$ cat src/rtl/uart_io.sv
// 8N1 UART transceiver behind the IO decoder: transmits the low byte of a store on
// start_i, receives bytes into a holding register flagged by ready_o until clear_i.
`timescale 1ns/1ps
module uart_io #(
    parameter int WORD         = 32,
    parameter int CLKS_PER_BIT = 868
) (
    input  logic            clk_i,
    input  logic            rst_i,
    input  logic            start_i,
    input  logic [WORD-1:0] tx_data_i,
    input  logic            clear_i,
    input  logic            rxd_i,
    output logic            txd_o,
    output logic            busy_o,
    output logic            ready_o,
    output logic [WORD-1:0] rx_data_o,
    output logic            frame_err_o
);

    localparam int CW = $clog2(CLKS_PER_BIT);
    localparam logic [CW-1:0] BIT_LAST  = CW'(CLKS_PER_BIT - 1);
    localparam logic [CW-1:0] HALF_LAST = CW'(CLKS_PER_BIT / 2 - 1);
    localparam logic [CW-1:0] CNT_ONE   = CW'(1);

    typedef enum logic [1:0] {S_IDLE, S_START, S_DATA, S_STOP} state_e;

    // ---------------- transmitter ----------------
    state_e          tx_state_q, tx_state_d;
    logic [CW-1:0]   tx_cnt_q, tx_cnt_d;
    logic [2:0]      tx_idx_q, tx_idx_d;
    logic [7:0]      tx_sh_q, tx_sh_d;
    logic            txd_q, txd_d;
    logic            busy_q, busy_d;
    logic            tx_tick;

    assign tx_tick = (tx_cnt_q == BIT_LAST);

    always_ff @(posedge clk_i or posedge rst_i) begin
        if (rst_i) begin
            tx_state_q <= S_IDLE;
            tx_cnt_q   <= '0;
            tx_idx_q   <= '0;
            tx_sh_q    <= '0;
            txd_q      <= 1'b1;
            busy_q     <= 1'b0;
        end else begin
            tx_state_q <= tx_state_d;
            tx_cnt_q   <= tx_cnt_d;
            tx_idx_q   <= tx_idx_d;
            tx_sh_q    <= tx_sh_d;
            txd_q      <= txd_d;
            busy_q     <= busy_d;
        end
    end

    always_comb begin
        tx_state_d = tx_state_q;
        case (tx_state_q)
            S_IDLE:  if (start_i) tx_state_d = S_START;
            S_START: if (tx_tick) tx_state_d = S_DATA;
            S_DATA:  if (tx_tick && tx_idx_q == 3'd7) tx_state_d = S_STOP;
            S_STOP:  if (tx_tick) tx_state_d = S_IDLE;
            default: tx_state_d = S_IDLE;
        endcase
    end

    // txd_d is the value for the next bit period, so txd_o stays registered
    always_comb begin
        tx_cnt_d = (tx_state_q == S_IDLE || tx_tick) ? '0 : tx_cnt_q + CNT_ONE;
        tx_idx_d = tx_idx_q;
        tx_sh_d  = tx_sh_q;
        txd_d    = txd_q;
        busy_d   = busy_q;
        case (tx_state_q)
            S_IDLE: begin
                if (start_i) begin
                    tx_sh_d  = tx_data_i[7:0];
                    tx_idx_d = 3'd0;
                    txd_d    = 1'b0;
                    busy_d   = 1'b1;
                end
            end
            S_START: if (tx_tick) txd_d = tx_sh_q[0];
            S_DATA: begin
                if (tx_tick) begin
                    if (tx_idx_q == 3'd7) begin
                        txd_d = 1'b1;
                    end else begin
                        tx_idx_d = tx_idx_q + 3'd1;
                        tx_sh_d  = tx_sh_q >> 1;
                        txd_d    = tx_sh_q[1];
                    end
                end
            end
            S_STOP: if (tx_tick) busy_d = 1'b0;
            default: ;
        endcase
    end

    assign txd_o  = txd_q;
    assign busy_o = busy_q;

    // ---------------- receiver ----------------
    logic [1:0]      sync_q;
    logic            rx_s;
    state_e          rx_state_q, rx_state_d;
    logic [CW-1:0]   rx_cnt_q, rx_cnt_d;
    logic [2:0]      rx_idx_q, rx_idx_d;
    logic [7:0]      rx_sh_q, rx_sh_d;
    logic [WORD-1:0] rx_data_q, rx_data_d;
    logic            ready_q, ready_d;
    logic            ferr_q, ferr_d;
    logic            rx_bit_tick, rx_half_tick;

    assign rx_s         = sync_q[1];
    assign rx_bit_tick  = (rx_cnt_q == BIT_LAST);
    assign rx_half_tick = (rx_cnt_q == HALF_LAST);

    always_ff @(posedge clk_i or posedge rst_i) begin
        if (rst_i) begin
            sync_q     <= 2'b11;
            rx_state_q <= S_IDLE;
            rx_cnt_q   <= '0;
            rx_idx_q   <= '0;
            rx_sh_q    <= '0;
            rx_data_q  <= '0;
            ready_q    <= 1'b0;
            ferr_q     <= 1'b0;
        end else begin
            sync_q     <= {sync_q[0], rxd_i};
            rx_state_q <= rx_state_d;
            rx_cnt_q   <= rx_cnt_d;
            rx_idx_q   <= rx_idx_d;
            rx_sh_q    <= rx_sh_d;
            rx_data_q  <= rx_data_d;
            ready_q    <= ready_d;
            ferr_q     <= ferr_d;
        end
    end

    always_comb begin
        rx_state_d = rx_state_q;
        case (rx_state_q)
            S_IDLE:  if (!rx_s) rx_state_d = S_START;
            S_START: if (rx_half_tick) rx_state_d = rx_s ? S_IDLE : S_DATA;
            S_DATA:  if (rx_bit_tick && rx_idx_q == 3'd7) rx_state_d = S_STOP;
            S_STOP:  if (rx_bit_tick) rx_state_d = S_IDLE;
            default: rx_state_d = S_IDLE;
        endcase
    end

    // a good stop sample takes priority over a coincident clear
    always_comb begin
        rx_cnt_d  = rx_cnt_q + CNT_ONE;
        rx_idx_d  = rx_idx_q;
        rx_sh_d   = rx_sh_q;
        rx_data_d = rx_data_q;
        ready_d   = clear_i ? 1'b0 : ready_q;
        ferr_d    = ferr_q;
        case (rx_state_q)
            S_IDLE: rx_cnt_d = '0;
            S_START: begin
                if (rx_half_tick) begin
                    rx_cnt_d = '0;
                    rx_idx_d = 3'd0;
                end
            end
            S_DATA: begin
                if (rx_bit_tick) begin
                    rx_cnt_d = '0;
                    rx_idx_d = rx_idx_q + 3'd1;
                    rx_sh_d  = {rx_s, rx_sh_q[7:1]};
                end
            end
            S_STOP: begin
                if (rx_bit_tick) begin
                    rx_cnt_d = '0;
                    if (rx_s) begin
                        rx_data_d = WORD'(rx_sh_q);
                        ready_d   = 1'b1;
                        ferr_d    = 1'b0;
                    end else begin
                        ferr_d    = 1'b1;
                    end
                end
            end
            default: ;
        endcase
    end

    assign ready_o     = ready_q;
    assign rx_data_o   = rx_data_q;
    assign frame_err_o = ferr_q;

endmodule

$ cat config.mk
export PLATFORM = sky130hd
export DESIGN_NAME = uart_io
export DESIGN_NICKNAME = d
export VERILOG_FILES = /design/src/rtl/uart_io.sv
export SDC_FILE = /design/constraint.sdc
export NUM_CORES = 1
export LEC_CHECK = 0
export ABC_AREA = 0
export CELL_PAD_IN_SITES_DETAIL_PLACEMENT = 0
export CELL_PAD_IN_SITES_GLOBAL_PLACEMENT = 2
export CORE_AREA = 2 2 102 104
export CTS_CLUSTER_DIAMETER = 100
export DETAILED_ROUTE_END_ITERATION = 12
export DIE_AREA = 0 0 104 106
export GPL_TIMING_DRIVEN = 0
export PLACE_DENSITY_LB_ADDON = 0.1
export RECOVER_POWER = 25
export SYNTH_ARGS = -nofsm -noshare
export SYNTH_HDL_FRONTEND = slang
export SYNTH_SLANG_ARGS = --single-unit
$ cat constraint.sdc
create_clock -name clk_i -period 3 [get_ports clk_i]
set_input_delay 0.9 -clock clk_i [delete_from_list [all_inputs] [get_ports clk_i]]
set_output_delay 0.9 -clock clk_i [all_outputs]
set_load 0.02 [all_outputs]
Word-level counts from Yosys, hierarchy flattened
Index checks and enable logic that the tools add are counted.

storage, ports and cells
  word-level logic and storage cells = 98
  output and inout port bits = 36
  input bits = 37
  flip-flop bits (word level) = 60

operators by class
  mux-type cells = 39
  eq/ne operators = 22
  reductions and logical operators = 19
  add/sub/neg operators = 4

operators by type and width
  kind                                            number
  two-way mux 10 bit                              3
  case mux 10 bit (3 select lines)                1
  two-way mux 8 bit                               3
  != test 2 bit, second input constant            11
  adder 10 x 1 -> 10 bit, second input constant   2
  == test 10 bit, second input constant           2
  two-way mux 2 bit                               9
  case mux 2 bit (4 select lines)                 2
  case mux 8 bit (2 select lines)                 1
  AND reduction 4 bit                             4
  two-way mux 3 bit                               5
  case mux 3 bit (2 select lines)                 2
  two-way mux 1 bit                               11
  == test 10 x 9 -> 1 bit, second input constant  1
  AND reduction 3 bit                             3
  == test 2 bit, second input constant            4
  adder 3 x 1 -> 3 bit, second input constant     2
  == test 3 bit, second input constant            2
  nonzero test 2 bit                              3
  == test 2 x 1 -> 1 bit, second input constant   2
  zero test 2 bit                                 2
  AND reduction 2 bit                             2
  case mux 1 bit (3 select lines)                 1
  nonzero test 3 bit                              1
  other kinds (4)                                 5

Longest topological paths before layout
Gate-level depths: netlist of the first run.

  word-level depth = 4
  gate-level depth with buffers = 7
  depth with buffers taken out = 5

Worst setup path before layout of the first run
No wires, ideal clock.

  path kind = register to register
  start point = register tx_state_q[0]
  end point = register tx_sh_q[0]
  path slack = 1065 ps
  stages on the path, launching flop included = 7
  clock period less this slack = 1935 ps
  data arrival time = 1810 ps
  path through = dfrtp_1 inv_1 ha_1 clkbuf_1 clkbuf_1 mux2_2 mux2_4

between the ends
  cells in the longest elaborated chain, start to end = 3
  elaborated cells between the ends (all ways) = 8
  classes of those cells = 4 x eq/ne; 1 x mux; 3 x reduce/logical

ends and longest elaborated chain
  what                                                           RTL line  text
  from (decl)                                                    29        state_e tx_state_q, tx_state_d;
  from (signal assigned)                                         48        tx_state_q <= tx_state_d;
  == test 2 bit or zero test 2 bit (tied branches)               75        case (tx_state_q)
  != test 2 bit (no line) or nonzero test 2 bit (tied branches)  n/a
  AND reduction 4 bit (no line)                                  n/a
  to (signal assigned)                                           51        tx_sh_q <= tx_sh_d;
  to (decl)                                                      32        logic [7:0] tx_sh_q, tx_sh_d;

Several ways; a longest one is shown, not always the timed one.
A chain may end at the register's enable or synchronous reset.

Worst setup path after layout of the first run
  start point = register txd_q, in the netlist txd_o
  end point = output port txd_o

RTL lines
  what                    RTL line  text
  from (decl)             33        logic txd_q, txd_d;
  from (signal assigned)  52        txd_q <= txd_d;
  to (decl)               14        output logic txd_o,

No word-level cell between the ends.

==> impl_metrics.ini, run 1 <==
[route]
dr.pass1.iters = 4
drc = 0
ant_nets = 0
routed_via_density = 4.19
first_iter_violations = 41
num_vias = 1962
drt_wl_total_um = 5520
drt-wirelength-per-cell_um = 11.8

[sta]
fin_crit_sh_pct = 78.6
setup_viol = 0
tightest_slew_ps = 964
rsz0062_at_grt = false
max-slew-margin-rel_pct = 35.7
fin_worst_skew_ps = 8.89
max_freq_ghz = 0.424
drv_slew = 0
fin_crit_ps = 2360
hold_viol_final = 0

[layout]
mostFrequentLayoutCells = 57 x dfrtp_1, 30 x nor2_1, 27 x mux2_2
n_fill_cell = 1026
utilization_pct = 38.1
final_common_cell = dfrtp_1
multi_input_area_mm2 = 0.00140
regArea_mm2 = 0.00151
drive_gt1_share_pct = 28.9
area_growth_pct = 23.2
n_antenna_cell = 0
final_nets = 376
final_area_mm2 = 0.00381

[synthesis]
ys_warn_count = 0
netlist_area_mm2 = 0.00309
ys_types = 49
synth_seq_cells = 60
syn_avg_cell_area_um2 = 11.5
synth_edf_count = 0
synth-main-ff-cell = dfrtp_1
ys_seq_area_share_pct = 48.7
synth_top_area_share_pct = 46.1
syn-instance-count = 268
synth_area_leaders = dfrtp_1 46%, mux2_2 9.8%, buf_4 5.8%
yosysTopAreaCell = dfrtp_1
synthArstFlopShare_pct = 100

[floorplan]
die_area_mm2 = 0.0110
fp.coreArea_mm2 = 0.0100
ioPinCount = 73
die_x_um = 104
std_cell_rows = 37
fp.dieH_um = 106
start_util_pct = 30.9

[clocking]
cts.clk_slew.worst_paths_ps = 70
holdBufCountCts = 0
root_buffer = clkbuf_8
cts_buffers = 9
cts.sinks = 60
worstSkewPairLatency_ps = 340
cts_resized = 0
cts_tree = done
cts_max_path_buffers = 2
cts-htree-levels = 3
post_cts_buffers = 0

[global_routing]
grt_pass1_vias = 1847
met3_usage_pct = 3.92
grt-busiest-layer = met2
grt_max_degree = 39
grt_pass1_wl_um = 9160
use_met2_pct = 16.6
grtUsageTotal_pct = 10.5
antenna_found_initial = 0
overflow = 0
grt_use_met1_pct = 13.1

[placement]
dpl.hpwl_um = 3840
place_area_mm2 = 0.00361
io_buffer_count = 24
gp_congestion = 0.726

[setup_path]
crit_required_ps = 2100
crit_chain = clkdlybuf4s50_1
end_kind = output port
crit_family = buffers and inverters
critPathBufInv = 1
path_class = flip-flop to output port
worstPathArrival_ps = 1460
critPathSlowestCell = clkdlybuf4s50_1
cp_max_fo = 2
startpoint_type = flip-flop
cpPeakStageDelay_ps = 600

[pwr]
finalPower_mw = 2.58
peakVddDrop_uv = 393
power_density_mw_per_mm2 = 677
power_leakage_nw = 1.83

[run]
cap_violations = 0

[run_status]
status = finished, final reports clean

[min_path]
min_path_type = flip-flop to flip-flop
## sequential cells by signal, summed over array words and instances, names as in the netlist, 2 cells and up, named ones only
signal and flops:
rx_cnt_q 10, tx_cnt_q 10, rx_data_o 8, rx_sh_q 8
tx_sh_q 8, rx_idx_q 3, tx_idx_q 3, sync_q 2
tx_state_q 2
## worst paths after layout
check,slack (ps),from,end,cells past startpoint
min reg2reg,370,sync_q[0],sync_q[1],0
max in group asynchronous,1000,rst_i,sync_q[1],3
max,640,txd_o,txd_o,1
min in group asynchronous,1220,rst_i,rx_cnt_q[2],2
min,370,sync_q[0],sync_q[1],0
max reg2reg,810,tx_state_q[0],tx_sh_q[4],6
## cell usage after synthesis, drive strengths merged, types with 3 or more instances
cell	count
buf	28
xor2	7
inv	15
nand4	8
dfstp	3
mux2	35
nand3	8
dfrtp	57
clkbuf	3
nand2	8
o22ai	3
mux2i	3
nor2	31
xnor2	9
nor3	4
ha	12
## stage by stage
step	setup WS (ps)	TNS (ps)	instances	hold slack [ps]
after detailed placement	653	0	452	361
after global placement	-711	-40570	451	361
after CTS	615	0	468	372
after floorplan	620	0	291	345
final	643	0	468	368
after global routing	574	0	468	375
## report_power, final
group | switching, mW | internal, mW
Sequential | 0.0903 | 0.935
Clock | 0.348 | 0.387
Combinational | 0.360 | 0.460
## worst reg2reg max path: stages, from the launching register on
cell and delay [ps]:
dfrtp_1 420, inv_1 100, ha_1 140, clkbuf_1 320
clkbuf_1 430, mux2_2 400, mux2_4 270
## layer usage
layer  vias to the layer above  routed length [um]  part of all wire [%]
met4                         0                  81                   1.5
met1                       938                2690                    49
li1                        988                   -                     -
met2                        27                2560                    46
met3                         9                 190                   3.4
met5                         -                   0                     0
## area by class of cell
| class | instances | area share (%) |
|---|---|---|
| buffer | 31 | 5.71 |
| clock buffer | 9 | 3.25 |
| clock inverter | 7 | 2.00 |
| inverter | 15 | 1.48 |
| multi-input combinational | 185 | 36.7 |
| sequential | 60 | 39.5 |
| tap | 136 | 4.47 |
| timing repair buffer | 25 | 6.83 |
## logic make-up after synthesis
family,synth area share [%]
AOI/OAI and AO/OA,5.91
and+or+nand+nor,12.4
buffers and inverters,8.86
xor gates and xnor gates,4.53
DFF,48.7
muxes,14.7
adders and majority gates,4.85
other,0.121
No activity file was read; power rests on OpenSTA's default activity.
==> inputs of run 2 (changes only) <==
clock period = 2.3 ns   (was 3 ns; I/O delays follow)
==> impl_metrics.ini, run 2 (same netlist as run 1, synthesis figures left out) <==
[run_status]
status = finished, final reports clean

[layout]
n_antenna_cell = 0
final_nets = 376
mostFrequentLayoutCells = 57 x dfrtp_1, 30 x nor2_1, 27 x mux2_2
area_growth_pct = 23.2
final_cells = 468
drive_gt1_share_pct = 29.5
final_area_mm2 = 0.00381
largestRegisters = rx_cnt_q x10, tx_cnt_q x10
n_fill_cell = 1025
final_common_cell = dfrtp_1

[pwr]
power.switching_mw = 1.04
power_leakage_nw = 1.83
internal_power_mw = 2.33
power_density_mw_per_mm2 = 884
p_sw_share_pct = 30.9
clkPwrFrac_pct = 28.5
peakVddDrop_uv = 512
combPwrFrac_pct = 31.8
seq_power_share_pct = 39.7

[clocking]
root_buffer = clkbuf_8
cts-htree-levels = 3
cts_buffers = 9
cts_resized = 0
holdBufCountCts = 0
cts_tree = done
cts.clk_slew.worst_paths_ps = 70
worstSkewPairLatency_ps = 340
post_cts_buffers = 0
cts.sinks = 60
cts_max_path_buffers = 2

[sta]
setup_viol = 0
rsz0062_at_grt = false
fin_crit_sh_pct = 93.3
fin_crit_ps = 2150
drv_slew = 0
tightest_slew_ps = 965
tns_ps = 0
hold_viol_final = 0
hold-worst-slack_ps = 368
fin_worst_skew_ps = 9.50
finalWorstSetupSlack_ps = 153
max-slew-margin-rel_pct = 35.6
max_freq_ghz = 0.466

[setup_path]
crit_required_ps = 1610
reg2reg_depth = 5
cpPeakStageDelay_ps = 600
worstPathArrival_ps = 1460
critPathSlowestCell = clkdlybuf4s50_1
worst-path-stages = 1
crit_chain = clkdlybuf4s50_1
critPathBufInv = 1
startpoint_type = flip-flop
path_class = flip-flop to output port
cp_max_fo = 2
crit_family = buffers and inverters
end_kind = output port

[route]
first_iter_violations = 42
drc = 0
drt_wl_total_um = 5510
num_vias = 1954
routed_via_density = 4.18
drt-wirelength-per-cell_um = 11.8
ant_nets = 0
dr.pass1.iters = 4

[global_routing]
grt_max_degree = 39
grt_use_met1_pct = 13.1
overflow = 0
grt_pass1_wl_um = 9160
grt-busiest-layer = met2
use_met2_pct = 16.6
met3_usage_pct = 3.92
grtUsageTotal_pct = 10.5
antenna_found_initial = 0
grt_pass1_vias = 1847

[placement]
dpl.hpwl_um = 3840
io_buffer_count = 24
place_area_mm2 = 0.00361
placed_cells = 452
gp_congestion = 0.726
pre_cts_ws_ps = 104

[run]
cap_violations = 0

[min_path]
min_path_type = flip-flop to flip-flop
worstHoldPathCells = 0

[floorplan]
die_x_um = 104
fp.dieH_um = 106
die_area_mm2 = 0.0110
fp.coreArea_mm2 = 0.0100
ioPinCount = 73
std_cell_rows = 37
start_util_pct = 30.9
==> run 2: cell types whose count changed in the layout (fill, tap and decap cells not counted) <==
cell,before,now
and4bb_1,1,0
and4bb_2,0,1
clkbuf_1,3,2
clkbuf_2,0,1
==> run 2: per-stage QoR <==
stage | utilization, % | power, mW
after floorplan | - | 2.24
after global placement | 35.9 | 2.44
after detailed placement | 36.1 | 2.45
after CTS | 38.1 | 3.44
after global routing | 38.1 | 3.59
final | 38.1 | 3.37
==> run 2: path summary, 6_finish.rpt <==
check,from,end,slack (ps)
max,txd_o,txd_o,150
min,sync_q[0],sync_q[1],370
max reg2reg,tx_cnt_q[0],tx_state_q[1],220
min reg2reg,sync_q[0],sync_q[1],370
max in group asynchronous,rst_i,sync_q[1],510
min in group asynchronous,rst_i,rx_cnt_q[2],1010
==> run 2: layout make-up <==
cell class	instances	area [um2]	area share, %
Timing Repair Buffer	25	260	6.83
Multi-Input combinational cell	185	1400	36.7
Sequential cell	60	1510	39.5
Clock inverter	7	76.3	2.00
Buffer	31	219	5.75
Inverter	15	56.3	1.48
Tap cell	136	170	4.46
Clock buffer	9	124	3.25
==> run 2: per-layer routing <==
layer  vias to the layer above  wire [um]
li1                        986          -
met1                       932       2670
met2                        27       2570
met3                         9        189
met4                         0         81
met5                         -          0
==> run 2: power groups by stage <==
| stage | clock [mW] | sequential, mW | combinational [mW] |
|---|---|---|---|
| 6_report | 0.958 | 1.34 | 1.07 |
| 5_1_grt | 1.05 | 1.36 | 1.18 |
| 4_1_cts | 1.01 | 1.34 | 1.09 |
| 3_5_place_dp | 0 | 1.36 | 1.09 |
| 3_3_place_gp | 0 | 1.36 | 1.08 |
| 2_1_floorplan | 0 | 1.33 | 0.906 |
==> inputs of run 3 (changes only) <==
CAP_MARGIN = 20   (was not set)
RECOVER_POWER = not set   (was 25)
==> impl_metrics.ini, run 3 (same netlist as run 1, synthesis figures left out) <==
[route]
routed_via_density = 4.18
drt-wirelength-per-cell_um = 11.8
num_vias = 1954
drt_wl_total_um = 5510
ant_nets = 0
first_iter_violations = 41
dr.pass1.iters = 4
drc = 0

[setup_path]
r2r_start = tx_cnt_q[0]
rrSetupSlack_ps = 220
crit_required_ps = 1610
critPathBufInv = 1
worstPathArrival_ps = 1460
reg2reg_depth = 5
critPathSlowestCell = clkdlybuf4s50_1
path_class = flip-flop to output port
startpoint_type = flip-flop
cp_max_fo = 2
crit_family = buffers and inverters
crit_chain = clkdlybuf4s50_1
worst-path-stages = 1
end_kind = output port
rr_endpoint = tx_state_q[1]
cpPeakStageDelay_ps = 600

[floorplan]
die_area_mm2 = 0.0110
std_cell_rows = 37
die_x_um = 104
ioPinCount = 73
fp.dieH_um = 106
fp.coreArea_mm2 = 0.0100
start_util_pct = 30.9

[global_routing]
overflow = 0
grt_pass1_vias = 1847
grt_pass1_wl_um = 9160
grtUsageTotal_pct = 10.5
grt_max_degree = 39
antenna_found_initial = 0

[sta]
tightest_slew_ps = 545
rsz0062_at_grt = false
hold_viol_final = 0
hold-worst-slack_ps = 368
setup_viol = 0
fin_worst_skew_ps = 9.55
max_freq_ghz = 0.466
drv_slew = 0
fin_crit_sh_pct = 93.3
max-slew-margin-rel_pct = 63.5
fin_crit_ps = 2150
tns_ps = 0

[layout]
n_fill_cell = 1025
multi_input_area_mm2 = 0.00140
final_nets = 376
final_area_mm2 = 0.00381
n_antenna_cell = 0
largestRegisters = rx_cnt_q x10, tx_cnt_q x10
final_cells = 468
area_growth_pct = 23.2
drive_gt1_share_pct = 29.8
regArea_mm2 = 0.00151
mostFrequentLayoutCells = 57 x dfrtp_1, 30 x nor2_1, 27 x mux2_2
final_common_cell = dfrtp_1

[clocking]
worstSkewPairLatency_ps = 340
cts_buffers = 9
cts-htree-levels = 3
cts_tree = done
holdBufCountCts = 0
cts.sinks = 60
cts.clk_slew.worst_paths_ps = 70
cts_max_path_buffers = 2
root_buffer = clkbuf_8

[pwr]
power_leakage_nw = 1.83
combPwrFrac_pct = 31.8
finalPower_mw = 3.37
seq_power_share_pct = 39.7
p_sw_share_pct = 30.9
power.switching_mw = 1.04
peakVddDrop_uv = 512
power_density_mw_per_mm2 = 884
clkPwrFrac_pct = 28.4
internal_power_mw = 2.33

[min_path]
worstHoldPathCells = 0
whs_endpoint = sync_q[1]
min_path_type = flip-flop to flip-flop
holdCritStartpoint = sync_q[0]

[placement]
placed_cells = 452
dpl.hpwl_um = 3840
io_buffer_count = 24
place_area_mm2 = 0.00361
gp_congestion = 0.726

[run_status]
status = finished, final reports clean

[run]
cap_violations = 0
run 3: final cells by class:
type                       instances  share of cell area [%]
buffer                            31                    5.75
tap                              136                    4.46
multi-input combinational        185                    36.7
clock inverter                     7                    2.00
timing repair buffer              25                    6.83
sequential                        60                    39.5
inverter                          15                    1.48
clock buffer                       9                    3.25
run 3: metal layers:
| metal | global-route usage, % | vias to the layer above | routed length, um |
|---|---|---|---|
| met5 | 0 | - | 0 |
| met4 | 3.76 | 0 | 81 |
| met3 | 3.92 | 9 | 189 |
| met2 | 16.6 | 27 | 2570 |
| met1 | 13.1 | 932 | 2670 |
| li1 | - | 986 | - |
run 3: worst max path at each step:
stage | startpoint | slack [ps] | to
4_1_cts | tx_state_q[0] | 80 | tx_sh_q[4]
5_1_grt | tx_cnt_q[0] | 70 | tx_state_q[1]
2_1_floorplan | rst_i | 130 | asynchronous set/reset pin
6_report | txd_o | 150 | txd_o
3_5_place_dp | tx_state_q[0] | 100 | tx_sh_q[4]
3_3_place_gp | rst_i | -1200 | rx_data_o[3]
run 3: through the flow:
stage,util (%),worst slack (ps)
CTS,38.1,82.5
global route,38.1,66.9
floorplan,-,130
detailed placement,36.1,104
finish,38.1,153
global placement,35.9,-1200
run 3: power by group through the flow:
stage                     clock network (mW)  registers, mW  logic, mW
after CTS                               1.01           1.34       1.09
after detailed placement                   0           1.36       1.09
after global placement                     0           1.36       1.08
after global routing                    1.05           1.36       1.18
final                                  0.958           1.34       1.07
after floorplan                            0           1.33      0.906
run 3: repair_timing:
| action | in CTS | in global routing |
|---|---|---|
| setup buffers | 0 | 0 |
| resized for setup | 0 | 2 |
| endpoints found under the setup margin | 0 | 6 |
